==> src/rtl/video_pkg.sv <==
// ---------------------------------------------------------------------------
// video_pkg
// Shared types and helpers for the pixel streaming blocks.
//   DEFAULT_RGB_SIZE / DEFAULT_DATA_WIDTH : default colour / coordinate widths
//   pixel_beat_t                          : one stream beat {colour, sop, eol, eop}
//   clamp_dim()                           : forces a requested dimension into 1..max
// ---------------------------------------------------------------------------
package video_pkg;

  localparam int DEFAULT_RGB_SIZE   = 24;
  localparam int DEFAULT_DATA_WIDTH = 10;

  typedef struct packed {
    logic [DEFAULT_RGB_SIZE-1:0] colour;
    logic                        sop;
    logic                        eol;
    logic                        eop;
  } pixel_beat_t;

  // A zero dimension would make the raster walk degenerate, so it becomes 1.
  function automatic int unsigned clamp_dim(input int unsigned req,
                                            input int unsigned max_dim);
    int unsigned result;
    result = req;
    if (req == 0) begin
      result = 1;
    end else if (req > max_dim) begin
      result = max_dim;
    end
    return result;
  endfunction

endpackage

==> src/rtl/stream_skid_buffer.sv <==
// ---------------------------------------------------------------------------
// stream_skid_buffer
// Two-entry valid/ready buffer with a registered input-side ready, so the
// upstream ready never combinationally depends on the downstream ready.
//   clk, reset_n          : clock, asynchronous active-low reset
//   in_valid/in_ready     : upstream handshake, in_data payload
//   out_valid/out_ready   : downstream handshake, out_data payload
// ---------------------------------------------------------------------------
module stream_skid_buffer #(
  parameter type T = logic [7:0]
) (
  input  logic clk,
  input  logic reset_n,
  input  logic in_valid,
  output logic in_ready,
  input  T     in_data,
  output logic out_valid,
  input  logic out_ready,
  output T     out_data
);

  T           entry_reg [0:1];
  logic       wr_ptr_reg;
  logic       rd_ptr_reg;
  logic [1:0] count_reg;
  logic       ready_reg;

  logic       push;
  logic       pop;
  logic [1:0] count_next;

  assign push       = in_valid && ready_reg;
  assign pop        = (count_reg != 2'd0) && out_ready;
  assign count_next = count_reg + {1'b0, push} - {1'b0, pop};

  always_ff @(posedge clk or negedge reset_n) begin
    if (!reset_n) begin
      entry_reg[0] <= '0;
      entry_reg[1] <= '0;
      wr_ptr_reg   <= 1'b0;
      rd_ptr_reg   <= 1'b0;
      count_reg    <= 2'd0;
      ready_reg    <= 1'b1;
    end else begin
      if (push) begin
        entry_reg[wr_ptr_reg] <= in_data;
        wr_ptr_reg            <= ~wr_ptr_reg;
      end
      if (pop) begin
        rd_ptr_reg <= ~rd_ptr_reg;
      end
      count_reg <= count_next;
      // Ready is computed from the post-update occupancy so a simultaneous
      // push and pop with one entry full keeps accepting.
      ready_reg <= (count_next != 2'd2);
    end
  end

  assign in_ready  = ready_reg;
  assign out_valid = (count_reg != 2'd0);
  assign out_data  = entry_reg[rd_ptr_reg];

endmodule

==> src/rtl/pixel_stream_framer.sv <==
// ---------------------------------------------------------------------------
// pixel_stream_framer
// Walks raster coordinates for the pixel generator, accepts colours over
// valid/ready and emits a buffered stream tagged with SOP/EOL/EOP.
//   clk, reset_n                    : clock, asynchronous active-low reset
//   cfg_width/cfg_height/cfg_load   : runtime resolution request (clamped)
//   gen_x/gen_y/gen_first/gen_last_*: pixel the generator must present now
//   in_valid/in_ready/in_colour     : colour input handshake
//   out_valid/out_ready/out_colour,
//   out_sop/out_eol/out_eop         : packet stream output
//   frame_count                     : completed frames accepted (wraps)
// ---------------------------------------------------------------------------
module pixel_stream_framer
  import video_pkg::*;
#(
  parameter int DATA_WIDTH  = DEFAULT_DATA_WIDTH,
  parameter int RGB_SIZE    = DEFAULT_RGB_SIZE,
  parameter int MAX_WIDTH   = 640,
  parameter int MAX_HEIGHT  = 480,
  parameter int FRAME_CNT_W = 8
) (
  input  logic                   clk,
  input  logic                   reset_n,
  input  logic [DATA_WIDTH-1:0]  cfg_width,
  input  logic [DATA_WIDTH-1:0]  cfg_height,
  input  logic                   cfg_load,
  output logic [DATA_WIDTH-1:0]  gen_x,
  output logic [DATA_WIDTH-1:0]  gen_y,
  output logic                   gen_first,
  output logic                   gen_last_x,
  output logic                   gen_last_y,
  input  logic                   in_valid,
  output logic                   in_ready,
  input  logic [RGB_SIZE-1:0]    in_colour,
  output logic                   out_valid,
  input  logic                   out_ready,
  output logic [RGB_SIZE-1:0]    out_colour,
  output logic                   out_sop,
  output logic                   out_eol,
  output logic                   out_eop,
  output logic [FRAME_CNT_W-1:0] frame_count
);

  // Dimensions may equal 2**DATA_WIDTH, so they carry one extra bit.
  localparam int DIM_W = DATA_WIDTH + 1;

  // Same layout as pixel_beat_t, but sized by this instance's RGB_SIZE.
  typedef struct packed {
    logic [RGB_SIZE-1:0] colour;
    logic                sop;
    logic                eol;
    logic                eop;
  } beat_t;

  logic [DATA_WIDTH-1:0]  x_reg;
  logic [DATA_WIDTH-1:0]  y_reg;
  logic [DIM_W-1:0]       act_w_reg;
  logic [DIM_W-1:0]       act_h_reg;
  logic [DIM_W-1:0]       pend_w_reg;
  logic [DIM_W-1:0]       pend_h_reg;
  logic                   pend_valid_reg;
  logic [FRAME_CNT_W-1:0] frame_cnt_reg;

  logic             at_origin;
  logic             use_pend;
  logic [DIM_W-1:0] eff_w;
  logic [DIM_W-1:0] eff_h;
  logic             last_x;
  logic             last_y;
  logic             accept;
  logic             skid_ready;
  logic [DIM_W-1:0] cfg_w_clamped;
  logic [DIM_W-1:0] cfg_h_clamped;
  beat_t            beat_in;
  beat_t            beat_out;

  assign at_origin = (x_reg == '0) && (y_reg == '0);

  // A pending size takes over while the raster sits at (0,0). The effective
  // size is forwarded combinationally so a pixel accepted at (0,0) in the
  // same cycle already belongs to the new-size frame instead of starting a
  // frame whose size would change under it.
  assign use_pend = pend_valid_reg && at_origin;
  assign eff_w    = use_pend ? pend_w_reg : act_w_reg;
  assign eff_h    = use_pend ? pend_h_reg : act_h_reg;

  assign last_x = ({1'b0, x_reg} == (eff_w - DIM_W'(1)));
  assign last_y = ({1'b0, y_reg} == (eff_h - DIM_W'(1)));

  assign accept = in_valid && skid_ready;

  assign cfg_w_clamped = DIM_W'(clamp_dim(32'(cfg_width), MAX_WIDTH));
  assign cfg_h_clamped = DIM_W'(clamp_dim(32'(cfg_height), MAX_HEIGHT));

  always_ff @(posedge clk or negedge reset_n) begin
    if (!reset_n) begin
      x_reg          <= '0;
      y_reg          <= '0;
      act_w_reg      <= DIM_W'(MAX_WIDTH);
      act_h_reg      <= DIM_W'(MAX_HEIGHT);
      pend_w_reg     <= '0;
      pend_h_reg     <= '0;
      pend_valid_reg <= 1'b0;
      frame_cnt_reg  <= '0;
    end else begin
      if (use_pend) begin
        act_w_reg <= pend_w_reg;
        act_h_reg <= pend_h_reg;
      end

      // A new strobe overrides whatever is pending, even one being applied now.
      if (cfg_load) begin
        pend_w_reg     <= cfg_w_clamped;
        pend_h_reg     <= cfg_h_clamped;
        pend_valid_reg <= 1'b1;
      end else if (use_pend) begin
        pend_valid_reg <= 1'b0;
      end

      if (accept) begin
        if (!last_x) begin
          x_reg <= x_reg + DATA_WIDTH'(1);
        end else if (!last_y) begin
          x_reg <= '0;
          y_reg <= y_reg + DATA_WIDTH'(1);
        end else begin
          x_reg         <= '0;
          y_reg         <= '0;
          frame_cnt_reg <= frame_cnt_reg + FRAME_CNT_W'(1);
        end
      end
    end
  end

  always_comb begin
    beat_in        = '0;
    beat_in.colour = in_colour;
    beat_in.sop    = at_origin;
    beat_in.eol    = last_x;
    beat_in.eop    = last_x && last_y;
  end

  stream_skid_buffer #(
    .T(beat_t)
  ) u_skid (
    .clk       (clk),
    .reset_n   (reset_n),
    .in_valid  (in_valid),
    .in_ready  (skid_ready),
    .in_data   (beat_in),
    .out_valid (out_valid),
    .out_ready (out_ready),
    .out_data  (beat_out)
  );

  assign in_ready    = skid_ready;
  assign out_colour  = beat_out.colour;
  assign out_sop     = beat_out.sop;
  assign out_eol     = beat_out.eol;
  assign out_eop     = beat_out.eop;

  assign gen_x       = x_reg;
  assign gen_y       = y_reg;
  assign gen_first   = at_origin;
  assign gen_last_x  = last_x;
  assign gen_last_y  = last_y;
  assign frame_count = frame_cnt_reg;

endmodule

==> config.mk <==
export PLATFORM = sky130hd
export DESIGN_NAME = pixel_stream_framer
export DESIGN_NICKNAME = d
export VERILOG_FILES = /design/src/rtl/video_pkg.sv /design/src/rtl/stream_skid_buffer.sv /design/src/rtl/pixel_stream_framer.sv
export SDC_FILE = /design/constraint.sdc
export NUM_CORES = 1
export LEC_CHECK = 0
export CORE_MARGIN = 2
export CORE_UTILIZATION = 54
export CTS_CLUSTER_SIZE = 40
export DETAILED_ROUTE_END_ITERATION = 6
export GPL_TIMING_DRIVEN = 0
export PLACE_DENSITY = 0.82
export SETUP_SLACK_MARGIN = 0.15
export SLEW_MARGIN = 20
export SYNTH_ARGS = -nofsm -noshare
export SYNTH_HDL_FRONTEND = slang
export SYNTH_SLANG_ARGS = --single-unit
==> constraint.sdc <==
create_clock -name clk -period 6.3 [get_ports clk]
set_input_delay 1.26 -clock clk [delete_from_list [all_inputs] [get_ports clk]]
set_output_delay 1.26 -clock clk [all_outputs]
set_load 0.02 [all_outputs]
* Word-level counts from Yosys, hierarchy flattened *
Index checks and enable logic that the tools add are counted.

word-level totals
  input port bits = 49
  output and inout port bits = 60
  register bits after elaboration = 132

operators by class
  magnitude comparators = 5
  reductions and logical operators = 14
  equality and inequality tests = 3
  bitwise operators = 4
  add/subtract/negate cells = 7
  mux-type cells = 16

operators by type and width
  operator               count
  $mux 27                4
  $bwmux 54              1
  $mux 10                5
  $logic_not 10->1       4
  $mux 11                3
  $demux 27 s1           1
  $eq 10x11->1           2
  $sub 11x1->11 const B  2
  $add 10x1->10 const B  2
  $gt 10x10->1 const B   1
  $gt 10x9->1 const B    1
  $add 8x1->8 const B    1
  $logic_and 1x1->1      6
  $ge 2x2->1 const B     2
  $not 1->2              2
  $reduce_bool 2->1      2
  $reduce_and 3->1       1
  $add 2x1->2            1
  $lt 2x1->1 const B     1
  $mux 1                 2
  $ne 2x2->1 const B     1
  $not 1->1              2
  $reduce_and 2->1       1
  $sub 2x1->2            1

* Logic depth before layout (Yosys ltp) *
Gate-level depths: netlist of run 1.

  depth in word-level cells = 8
  gate-level depth with buffers = 20
  mapped depth without buffers = 17

* Modules after synthesis *
A second synthesis of run 1 with hierarchy kept.

unflattened totals
  cells, all modules = 709
  area, all modules = 7,367.1 um^2

by module, submodules not included
  module               instances  seq. area each (um^2)  cells an instance  area each (um^2)
  pixel_stream_framer  1          1,784.2                541                4,680.7
  stream_skid_buffer   1          1,477.7                168                2,686.3

* Worst setup path before layout of run 1 *
No wires, ideal clock.

  path kind = register to output
  from = register y_reg[0] (netlist: gen_y[0])
  to = output gen_last_y
  arrival = 3.721 ns
  setup slack = 1.319 ns
  buffers on the path = 4
  stages on the path, launching flop included = 19
  data required time = 5.040 ns
  cells stage by stage = dfrtp_1 inv_1 ha_1 nor4b_2 and2_1 nand3_2 buf_6 buf_2 a21oi_1 ha_1 nor3b_1 nor3b_1 xnor2_1 mux2i_1 xnor2_1 nand4_1 a211oi_1 buf_2 buf_2

on the way
  longest elaborated chain between the ends = 6

ends and longest elaborated chain
  what                    line                        text
  start, declared         pixel_stream_framer.sv:56   logic [DATA_WIDTH-1:0] y_reg;
  start signal, assigned  pixel_stream_framer.sv:125  y_reg <= y_reg + DATA_WIDTH'(1);
  $logic_not 10->1        pixel_stream_framer.sv:77   assign at_origin = (x_reg == '0) && (y_reg == '0);
  $logic_and 1x1->1       pixel_stream_framer.sv:77
  $logic_and 1x1->1       pixel_stream_framer.sv:83   assign use_pend = pend_valid_reg && at_origin;
  $mux 11                 -
  $sub 11x1->11           pixel_stream_framer.sv:88   assign last_y = ({1'b0, y_reg} == (eff_h - DIM_W'(1)));
  $eq 10x11->1 (*)        pixel_stream_framer.sv:88
  end, declared           pixel_stream_framer.sv:31   output logic gen_last_y,

Mark *: on every way between the ends. The rest lies on a longest branch, timed or not.

* Worst setup path in the final report of run 1 *
Same ends and word-level chain as after synthesis.

==> flow_summary.ini, run 1 <==
[logic_synthesis]
syn_area_per_cell_um2 = 10.4
synthesis.area_um2 = 6900
synth_cell_types = 55
ys.flop_type = dfrtp_1
async_flop_share_pct = 100
synth_edf_count = 0
postSynthCellCount = 667
synth_nets = 725
synth-warning-count = 0
ys_ff_latch = 130
ys_seq_area_share_pct = 47.2

[clocking]
clock_sinks = 130
clk_pin_slew_ns = 0.06
clk_path_buf_depth = 2
root_buffer = clkbuf_16
cts_max_level = 4
tritoncts.num_buffers = 17
cts_tree = built
clkLatencyLatePin_ns = 0.43
cts_setup_buffers = 0

[detailed_routing]
drt-total-wl_um = 17100
vias = 5630
drtAntennaViolNets = 0
drcViolationCount = 0
drt-initial-drc-count = 454
dr.pass1.iters = 5
avgRoutedWirePerCell_um = 17.5
post_drt_via_cell_ratio = 5.76

[placement]
globalplace.congestion = 0.894
port_buffers = 107
dp_hpwl_um = 12200
post-place-ws_ns = 0.0612
dp.cells = 947

[cells_and_area]
area_growth_pct = 28.1
drive_gt1_share_pct = 18.7
num-fill-cells = 890
diodes = 0
finalNetCount = 852
finalNonFillerCells = 978
largest_reg_flops = 54
fin_util_pct = 70.4
multi_input_area_um2 = 3400
register_area_um2 = 3260

[pwr]
pwr-share-clk_pct = 28.7
p_switching_w = 0.00105
ir_drop_uv = 246
switching_share_pct = 31.7
p_per_area_nw_per_um2 = 376
leakage_nw = 3.92
p_int_w = 0.00227
power_frac_comb_pct = 35.9
p_seq_share_pct = 35.4

[timing]
period_minus_slack_ns = 5.84
timing.final.max_slew_violations = 0
timing.slew.headroom_pct = 53.5
setup_viol_count_final = 0
fin_worst_skew_ns = 0.00858
fmax_mhz = 171
worst_pin_slew_ns = 0.698
fin_crit_sh_pct = 92.8
setup_ws_ns = 0.456
final_hold_viol_count = 0
rsz0062_at_grt = no

[floorplanning]
placementRows = 41
fp.dieH_um = 117
ios = 109
die_area_um2 = 13700
die_w_um = 117
fp.coreArea_um2 = 12600
start_util_pct = 54.9

[setup_path]
r2r_start = gen_y[0]$_DFFE_PN0P_
crit_slowest_cell = dfrtp_1
reg2reg_setup_slack_ns = 1.90
required_ns = 5.04
crit_chain = inv_1, ha_1, nor4b_4, and2_1, nand3_2, buf_6, buf_2, a21oi_2, ha_1, nor3b_4, nor4b_1, xor2_1, a21oi_1, nand4_1, a211oi_2, buf_4, clkbuf_4, clkbuf_2
reg2reg_to = frame_count[6]$_DFFE_PN0P_
critical_path_class = register to output pin
worstPathArrival_ns = 4.58
startpoint_type = register
crit_top_cell = ha_1
worstSetupEndpointType = output pin
crit_fanout = 10
reg2reg_depth = 19
slowest_delay_ns = 0.45

[grt]
grt_overflow = 0
grt_pass1_wl_um = 27800
grt_max_degree = 75
antenna_found_initial = 0
grt_use_total_pct = 26.3
grt_pass1_vias = 5798

[min_path]
hp-start = frame_count[7]$_DFFE_PN0P_
whs_path_depth = 1
worst_hold_path.endpoint = frame_count[7]$_DFFE_PN0P_
hp-class = register to register

[flow_run]
drv_cap = 0

[status]
status = finished, final reports clean
-- cells in the mapped netlist, types with 2 or more instances --
cell	n	area, um2
dfstp_2	7	184
or4_1	7	52.6
nand3_2	2	20.0
nand3_1	28	140
nor2b_1	3	18.8
xnor2_1	37	324
nand4_1	14	87.6
or3_1	7	43.8
nor4_2	3	37.5
a21oi_1	12	60.1
o22ai_1	11	68.8
mux2_2	79	890
o211ai_1	8	60.1
and2_1	5	31.3
mux2i_1	12	120
buf_6	2	22.5
nand2_1	67	251
o21ai_0	30	150
nor3b_1	4	30.0
a2bb2oi_1	6	52.6
o21ai_1	2	10.0
nor4bb_1	2	20.0
o31ai_1	7	52.6
xor2_1	15	131
ha_1	9	113
clkbuf_1	15	56.3
nor4_1	9	56.3
a21o_1	3	22.5
buf_1	5	18.8
o21a_1	2	15.0
inv_1	38	143
nor3_1	11	55.1
and3_1	7	43.8
nand2b_1	12	75.1
buf_2	7	35.0
nor2_1	31	116
o2bb2ai_1	2	17.5
buf_4	2	15.0
a211oi_1	3	22.5
or2_2	3	18.8
dfrtp_1	123	3080
nand3b_1	2	15.0
-- routing by layer --
metal	track usage [%]	routed length, um	up-vias
li1	-	-	2605
met1	34.0	7230	2774
met2	43.2	8560	206
met3	5.77	918	45
met4	11.0	419	0
met5	0	0	-
-- power by group through the flow --
stage               sequential (W)  clock [W]  combinational (W)
floorplan                  0.00117          0           0.000727
global placement           0.00117          0            0.00116
detailed placement         0.00118          0            0.00119
CTS                        0.00117   0.000968            0.00120
global route               0.00120    0.00101            0.00128
finish                     0.00118   0.000954            0.00120
-- cells in the final DEF, fill, tap and decap left out, types with 12 or more instances in the layout --
master,n
nand3_1,28
xnor2_1,37
nor2_1,31
mux2_2,79
nand2b_1,12
clkbuf_16,17
mux2i_1,12
nand2_1,67
clkbuf_1,17
o21ai_0,30
dfrtp_1,123
xor2_1,15
nand4_1,14
inv_1,38
clkdlybuf4s50_1,104
-- what timing repair did --
action,in CTS,in global routing
gates resized for setup,7,9
pin swaps,0,0
setup endpoints to repair,1,2
hold buffers,0,0
-- critical path, delay by kind of cell, from the launching register on --
kind,cells,cell delay [ns]
buffers and inverters,6,1.15
AOI/OAI and AO/OA,3,0.63
and+or+nand+nor,6,1.40
adders and majority gates,2,0.38
DFF,1,0.45
xor gates and xnor gates,1,0.13
-- area by class of cell --
class                      instances  area share [%]
multi-input combinational        467            38.4
sequential                       130            36.9
timing repair buffer             108            12.4
clock buffer                      21            5.21
tap                              172            2.43
buffer                            31            1.73
inverter                          39            1.66
clock inverter                    10            1.24
-- logic make-up (layout without fill, tap and decap cells) --
family / Yosys count / in the layout / synth area share (%)
AOI/OAI and AO/OA: 91 / 91 / 8.32
xor gates and xnor gates: 52 / 52 / 6.60
adders and majority gates: 9 / 9 / 1.63
buffers and inverters: 70 / 209 / 4.26
DFF: 130 / 130 / 47.2
muxes: 91 / 91 / 14.6
and+or+nand+nor: 224 / 224 / 17.3
-- worst max-delay path by stage --
stage / cells after the start / start / end
2_1_floorplan: 18 / gen_y[0]$_DFFE_PN0P_ / gen_last_y
3_3_place_gp: 1 / reset_n / pend_w_reg[9]$_DFFE_PN0P_
3_5_place_dp: 19 / gen_y[0]$_DFFE_PN0P_ / gen_last_y
4_1_cts: 19 / gen_y[0]$_DFFE_PN0P_ / gen_last_y
5_1_grt: 19 / gen_y[0]$_DFFE_PN0P_ / gen_last_y
6_report: 18 / gen_y[0]$_DFFE_PN0P_ / gen_last_y
-- stage by stage --
stage,total power [W],instance area (um2),hold WS [ns],setup TNS (ns)
2_1_floorplan,0.00190,6900,0.444,0
3_3_place_gp,0.00232,8190,0.459,-99.00
3_5_place_dp,0.00238,8220,0.463,0
4_1_cts,0.00335,8820,0.474,0
5_1_grt,0.00349,8840,0.485,0
6_report,0.00333,8840,0.469,0
(Power assumes the default switching activity.)
==> run 2: changes to the inputs <==
--- a/config.mk
+++ b/config.mk
@@ -6,11 +6,11 @@
 export NUM_CORES = 1
 export LEC_CHECK = 0
 export CORE_MARGIN = 2
-export CORE_UTILIZATION = 54
+export CORE_UTILIZATION = 55
 export CTS_CLUSTER_SIZE = 40
 export DETAILED_ROUTE_END_ITERATION = 6
 export GPL_TIMING_DRIVEN = 0
-export PLACE_DENSITY = 0.82
+export PLACE_DENSITY = 0.83
 export SETUP_SLACK_MARGIN = 0.15
 export SLEW_MARGIN = 20
 export SYNTH_ARGS = -nofsm -noshare
==> constraint.sdc (replaced) <==
create_clock -name clk -period 6.92 [get_ports clk]
set_input_delay 1.384 -clock clk [delete_from_list [all_inputs] [get_ports clk]]
set_output_delay 1.384 -clock clk [all_outputs]
set_load 0.02 [all_outputs]
==> flow_summary.ini, run 2 (synthesis results as in run 1) <==
[setup_path]
crit_chain = clkbuf_1, nor4_4, and3_1, nand3_2, buf_6, buf_2, a21oi_1, ha_1, nor4bb_1, a21oi_1, nand3_1, o21ai_0, a21oi_1, nand3_2, inv_1, buf_2, clkdlybuf4s50_1
worstSetupEndpointType = output pin
critical_path_buf_inv_count = 6
crit_family = buffers and inverters
worstPathArrival_ns = 4.90
critical_path_class = register to output pin
startpoint_type = register
crit_top_cell = a21oi_1
required_ns = 5.54
crit_fanout = 10
crit_slowest_cell = clkdlybuf4s50_1
slowest_delay_ns = 0.67

[pwr]
ir_drop_uv = 273
p_switching_w = 0.000970
leakage_nw = 3.96
pwr-share-clk_pct = 30.4
p_per_area_nw_per_um2 = 351
power_frac_comb_pct = 35.1
p_int_w = 0.00215
p_seq_share_pct = 34.5
switching_share_pct = 31.0

[grt]
grt_pass1_vias = 5675
grt_max_degree = 85
grt_use_total_pct = 26.5
grt_overflow = 0
antenna_found_initial = 0
grt_pass1_wl_um = 27700

[clocking]
cts_max_level = 4
clk_path_buf_depth = 2
cts_tree = built
clkLatencyLatePin_ns = 0.43
clock_sinks = 130
root_buffer = clkbuf_16
clk_pin_slew_ns = 0.05
holdBufCountCts = 0
tritoncts.num_buffers = 17
cts_setup_buffers = 0

[timing]
timing.slew.headroom_pct = 57.0
worst_pin_slew_ns = 0.642
rsz0062_at_grt = no
period_minus_slack_ns = 6.29
fin_crit_sh_pct = 90.9
final_hold_viol_count = 0
timing.final.max_slew_violations = 0
fmax_mhz = 159
setup_viol_count_final = 0
setup_ws_ns = 0.632
fin_worst_skew_ns = 0.0184

[placement]
placed_cell_area_um2 = 8210
dp_hpwl_um = 12300
port_buffers = 107
dp.cells = 943
post-place-ws_ns = 0.481
globalplace.congestion = 0.881

[floorplanning]
ios = 109
start_util_pct = 57.0
placementRows = 40
die_w_um = 116
fp.dieH_um = 116
die_area_um2 = 13500
fp.coreArea_um2 = 12100

[detailed_routing]
dr.pass1.iters = 5
post_drt_via_cell_ratio = 5.82
drt-initial-drc-count = 437
avgRoutedWirePerCell_um = 17.5
drcViolationCount = 0
drt-total-wl_um = 17100
drtAntennaViolNets = 0
vias = 5671

[cells_and_area]
area_growth_pct = 28.9
finalNetCount = 852
most-common-layout-cells = dfrtp_1 (123), clkdlybuf4s50_1 (105), mux2_2 (79)
register_area_um2 = 3260
num-fill-cells = 840
finalNonFillerCells = 974
stdcell_area_um2 = 8900
largest_reg_flops = 54
diodes = 0
fin_util_pct = 73.5
multi_input_area_um2 = 3400
drive_gt1_share_pct = 18.1
final_common_cell = dfrtp_1

[min_path]
hp-class = register to register

[flow_run]
drv_cap = 0

[status]
status = finished, final reports clean
-- run 2: final cells by class --
| type | count | share of cell area, % |
|---|---|---|
| multi-input cells | 467 | 38.2 |
| flip-flops and latches | 130 | 36.7 |
| repair buffers | 108 | 12.4 |
| clock buffers | 22 | 5.33 |
| well taps | 168 | 2.36 |
| clock inverters | 9 | 1.72 |
| plain buffers | 31 | 1.66 |
| inverters | 39 | 1.65 |
-- run 2: worst register-to-register path: stages, from the launching register on --
cell      delay (ns)
dfrtp_1         0.38
clkbuf_1        0.23
nor4_4          0.37
and3_1          0.29
nand3_2         0.11
buf_6           0.18
buf_2           0.20
a21oi_1         0.23
ha_1            0.25
nor3b_4         0.29
nor3b_1         0.29
xnor2_1         0.10
mux2i_1         0.23
xnor2_1         0.15
nand4_1         0.13
a211oi_2        0.23
buf_2           0.26
buf_2           0.26
nand4_1         0.15
xnor2_1         0.17
-- run 2: stage by stage --
| stage | total power [W] | hold WS [ns] | setup TNS (ns) |
|---|---|---|---|
| final | 0.00313 | 0.476 | 0 |
| after global routing | 0.00327 | 0.495 | 0 |
| after CTS | 0.00313 | 0.478 | 0 |
| after detailed placement | 0.00217 | 0.469 | 0 |
| after global placement | 0.00211 | 0.459 | -37.58 |
| after floorplan | 0.00173 | 0.444 | 0 |
-- run 2: final timing paths --
| path | cells past startpoint | endpoint | slack, ns | start |
|---|---|---|---|---|
| min in group asynchronous | 1 | pend_w_reg[9]$_DFFE_PN0P_ | 0.88 | reset_n |
| max | 17 | gen_last_x | 0.63 | gen_y[5]$_DFFE_PN0P_ |
| max in group asynchronous | 2 | u_skid.entry_reg[11]$_DFFE_PN0P_ | 5.28 | reset_n |
| max reg2reg | 19 | frame_count[6]$_DFFE_PN0P_ | 2.32 | gen_y[5]$_DFFE_PN0P_ |
| min | 1 | frame_count[7]$_DFFE_PN0P_ | 0.48 | frame_count[7]$_DFFE_PN0P_ |
| min reg2reg | 1 | frame_count[7]$_DFFE_PN0P_ | 0.48 | frame_count[7]$_DFFE_PN0P_ |
-- run 2: repair_timing --
| item | 4_1_cts | 5_1_grt |
|---|---|---|
| gates resized for setup | 3 | 6 |
| setup endpoints to repair | 1 | 1 |
| gates cloned | 0 | 0 |
-- run 2: metal layers --
layer	vias to the layer above	share of wire, %	GRT usage [%]
met4	0	2.7	11.5
met3	46	4.6	5.60
met1	2822	43	34.3
met2	191	50	43.5
li1	2612	-	-
met5	-	0	0
-- run 2: power groups by stage --
| stage | clock network [W] | logic, W | registers (W) |
|---|---|---|---|
| global route | 0.000994 | 0.00117 | 0.00110 |
| finish | 0.000950 | 0.00110 | 0.00108 |
| detailed placement | 0 | 0.00109 | 0.00108 |
| CTS | 0.000956 | 0.00110 | 0.00107 |
| global placement | 0 | 0.00105 | 0.00106 |
| floorplan | 0 | 0.000662 | 0.00106 |
==> run 3: changes to the inputs <==
--- a/config.mk
+++ b/config.mk
@@ -5,12 +5,13 @@
 export SDC_FILE = /design/constraint.sdc
 export NUM_CORES = 1
 export LEC_CHECK = 0
+export CAP_MARGIN = 20
 export CORE_MARGIN = 2
-export CORE_UTILIZATION = 55
+export CORE_UTILIZATION = 54
 export CTS_CLUSTER_SIZE = 40
 export DETAILED_ROUTE_END_ITERATION = 6
 export GPL_TIMING_DRIVEN = 0
-export PLACE_DENSITY = 0.83
+export PLACE_DENSITY = 0.82
 export SETUP_SLACK_MARGIN = 0.15
 export SLEW_MARGIN = 20
 export SYNTH_ARGS = -nofsm -noshare
==> constraint.sdc (replaced) <==
create_clock -name clk -period 7.2 [get_ports clk]
set_input_delay 1.44 -clock clk [delete_from_list [all_inputs] [get_ports clk]]
set_output_delay 1.44 -clock clk [all_outputs]
set_load 0.02 [all_outputs]
==> flow_summary.ini, run 3 (synthesis results as in run 1) <==
[placement]
globalplace.congestion = 0.894
port_buffers = 107
placed_cell_area_um2 = 8220
dp_hpwl_um = 12200

[setup_path]
reg2reg_depth = 20
slowest_delay_ns = 0.65
crit_fanout = 10
crit_family = buffers and inverters
critical_path_buf_inv_count = 6
worstSetupEndpointType = output pin
crit_chain = inv_1, ha_1, nor4b_4, and2_1, nand3_2, buf_6, buf_2, a21oi_1, ha_1, nor3b_2, nor3b_1, xnor2_1, mux2i_1, xnor2_1, nand4_1, a211oi_2, buf_2, buf_2, clkdlybuf4s50_1
crit_top_cell = buf_2
reg2reg_to = frame_count[6]$_DFFE_PN0P_
critical_path_class = register to output pin
required_ns = 5.76
reg2reg_setup_slack_ns = 2.57
crit_slowest_cell = clkdlybuf4s50_1
startpoint_type = register
endpoint = gen_last_y
crit_path_start = gen_y[0]$_DFFE_PN0P_
r2r_start = gen_y[0]$_DFFE_PN0P_
worstPathArrival_ns = 5.25
crit_cells = 19

[min_path]
hp-class = register to register
hp-start = frame_count[7]$_DFFE_PN0P_

[detailed_routing]
drt-initial-drc-count = 423
vias = 5627
dr.pass1.iters = 5
post_drt_via_cell_ratio = 5.75
drcViolationCount = 0
drt-total-wl_um = 17000
drtAntennaViolNets = 0
avgRoutedWirePerCell_um = 17.4

[cells_and_area]
area_growth_pct = 27.7
diodes = 0
most-common-layout-cells = dfrtp_1 (123), clkdlybuf4s50_1 (106), mux2_2 (79)
drive_gt1_share_pct = 18.1
final_common_cell = dfrtp_1
largest_reg_flops = 54
stdcell_area_um2 = 8820
finalNetCount = 852
num-fill-cells = 892

[floorplanning]
start_util_pct = 54.9
fp.coreArea_um2 = 12600
ios = 109
die_area_um2 = 13700
die_w_um = 117
fp.dieH_um = 117
placementRows = 41

[timing]
fin_crit_sh_pct = 92.9
final_hold_viol_count = 0
timing.final.max_slew_violations = 0
fmax_mhz = 149
hold_ws_ns = 0.468
fin_worst_skew_ns = 0.00871
setup-tns-final_ns = 0
worst_pin_slew_ns = 0.698
period_minus_slack_ns = 6.69
rsz0062_at_grt = no
timing.slew.headroom_pct = 53.5
setup_viol_count_final = 0

[clocking]
clock_sinks = 130
root_buffer = clkbuf_16
cts_tree = built
clkLatencyLatePin_ns = 0.43
clk_pin_slew_ns = 0.06
cts_max_level = 4
clk_path_buf_depth = 2
tritoncts.num_buffers = 17
cts_setup_buffers = 0

[status]
status = finished, final reports clean

[pwr]
leakage_nw = 3.89
p_per_area_nw_per_um2 = 330
ir_drop_uv = 216

[grt]
grt_use_total_pct = 26.2
grt_pass1_vias = 5760
antenna_found_initial = 0
grt_max_degree = 75
grt_pass1_wl_um = 27600
grt_overflow = 0

[flow_run]
drv_cap = 0
[run 3: timing repair]
item | CTS | global route
hold buffers | 0 | 0
endpoints found under the setup margin | 0 | 1
resized for setup | 0 | 5
[run 3: worst min-delay path by stage]
stage,end,slack (ns),cells past startpoint
final,frame_count[7]$_DFFE_PN0P_,0.47,1
after global placement,u_skid.entry_reg[2]$_DFFE_PN0P_,0.46,2
after floorplan,u_skid.entry_reg[0]$_DFFE_PN0P_,0.44,2
after CTS,frame_count[7]$_DFFE_PN0P_,0.47,1
after global routing,frame_count[7]$_DFFE_PN0P_,0.48,1
after detailed placement,frame_count[7]$_DFFE_PN0P_,0.46,1
[run 3: area by class of cell]
class	instances	area (um2)	area share (%)
buffer	31	148	1.67
clock buffer	21	460	5.22
clock inverter	10	110	1.25
inverter	39	146	1.66
multi-input combinational	467	3380	38.3
sequential	130	3260	37.0
tap	172	215	2.44
timing repair buffer	108	1100	12.5
[run 3: power by group]
group	internal [W]	leakage, nW	switching, W
Clock	0.000522	0.271	0.000314
Combinational	0.000552	2.03	0.000493
Sequential	0.000914	1.59	0.000115
[run 3: stage by stage]
| stage | total power, W | cells | setup WS [ns] | util (%) |
|---|---|---|---|---|
| 2_1_floorplan | 0.00166 | 667 | 2.04 | - |
| 3_3_place_gp | 0.00203 | 946 | -0.0955 | 65.2 |
| 3_5_place_dp | 0.00208 | 947 | 0.781 | 65.4 |
| 4_1_cts | 0.00293 | 978 | 0.310 | 69.9 |
| 5_1_grt | 0.00305 | 978 | 0.142 | 70.2 |
| 6_report | 0.00291 | 978 | 0.509 | 70.2 |
[run 3: metal layers]
| metal | global-route usage (%) | vias to the layer above | share of wire, % |
|---|---|---|---|
| li1 | - | 2602 | - |
| met1 | 33.8 | 2790 | 43 |
| met2 | 43.1 | 194 | 49 |
| met3 | 5.66 | 41 | 5.3 |
| met4 | 10.8 | 0 | 2.4 |
| met5 | 0 | - | 0 |
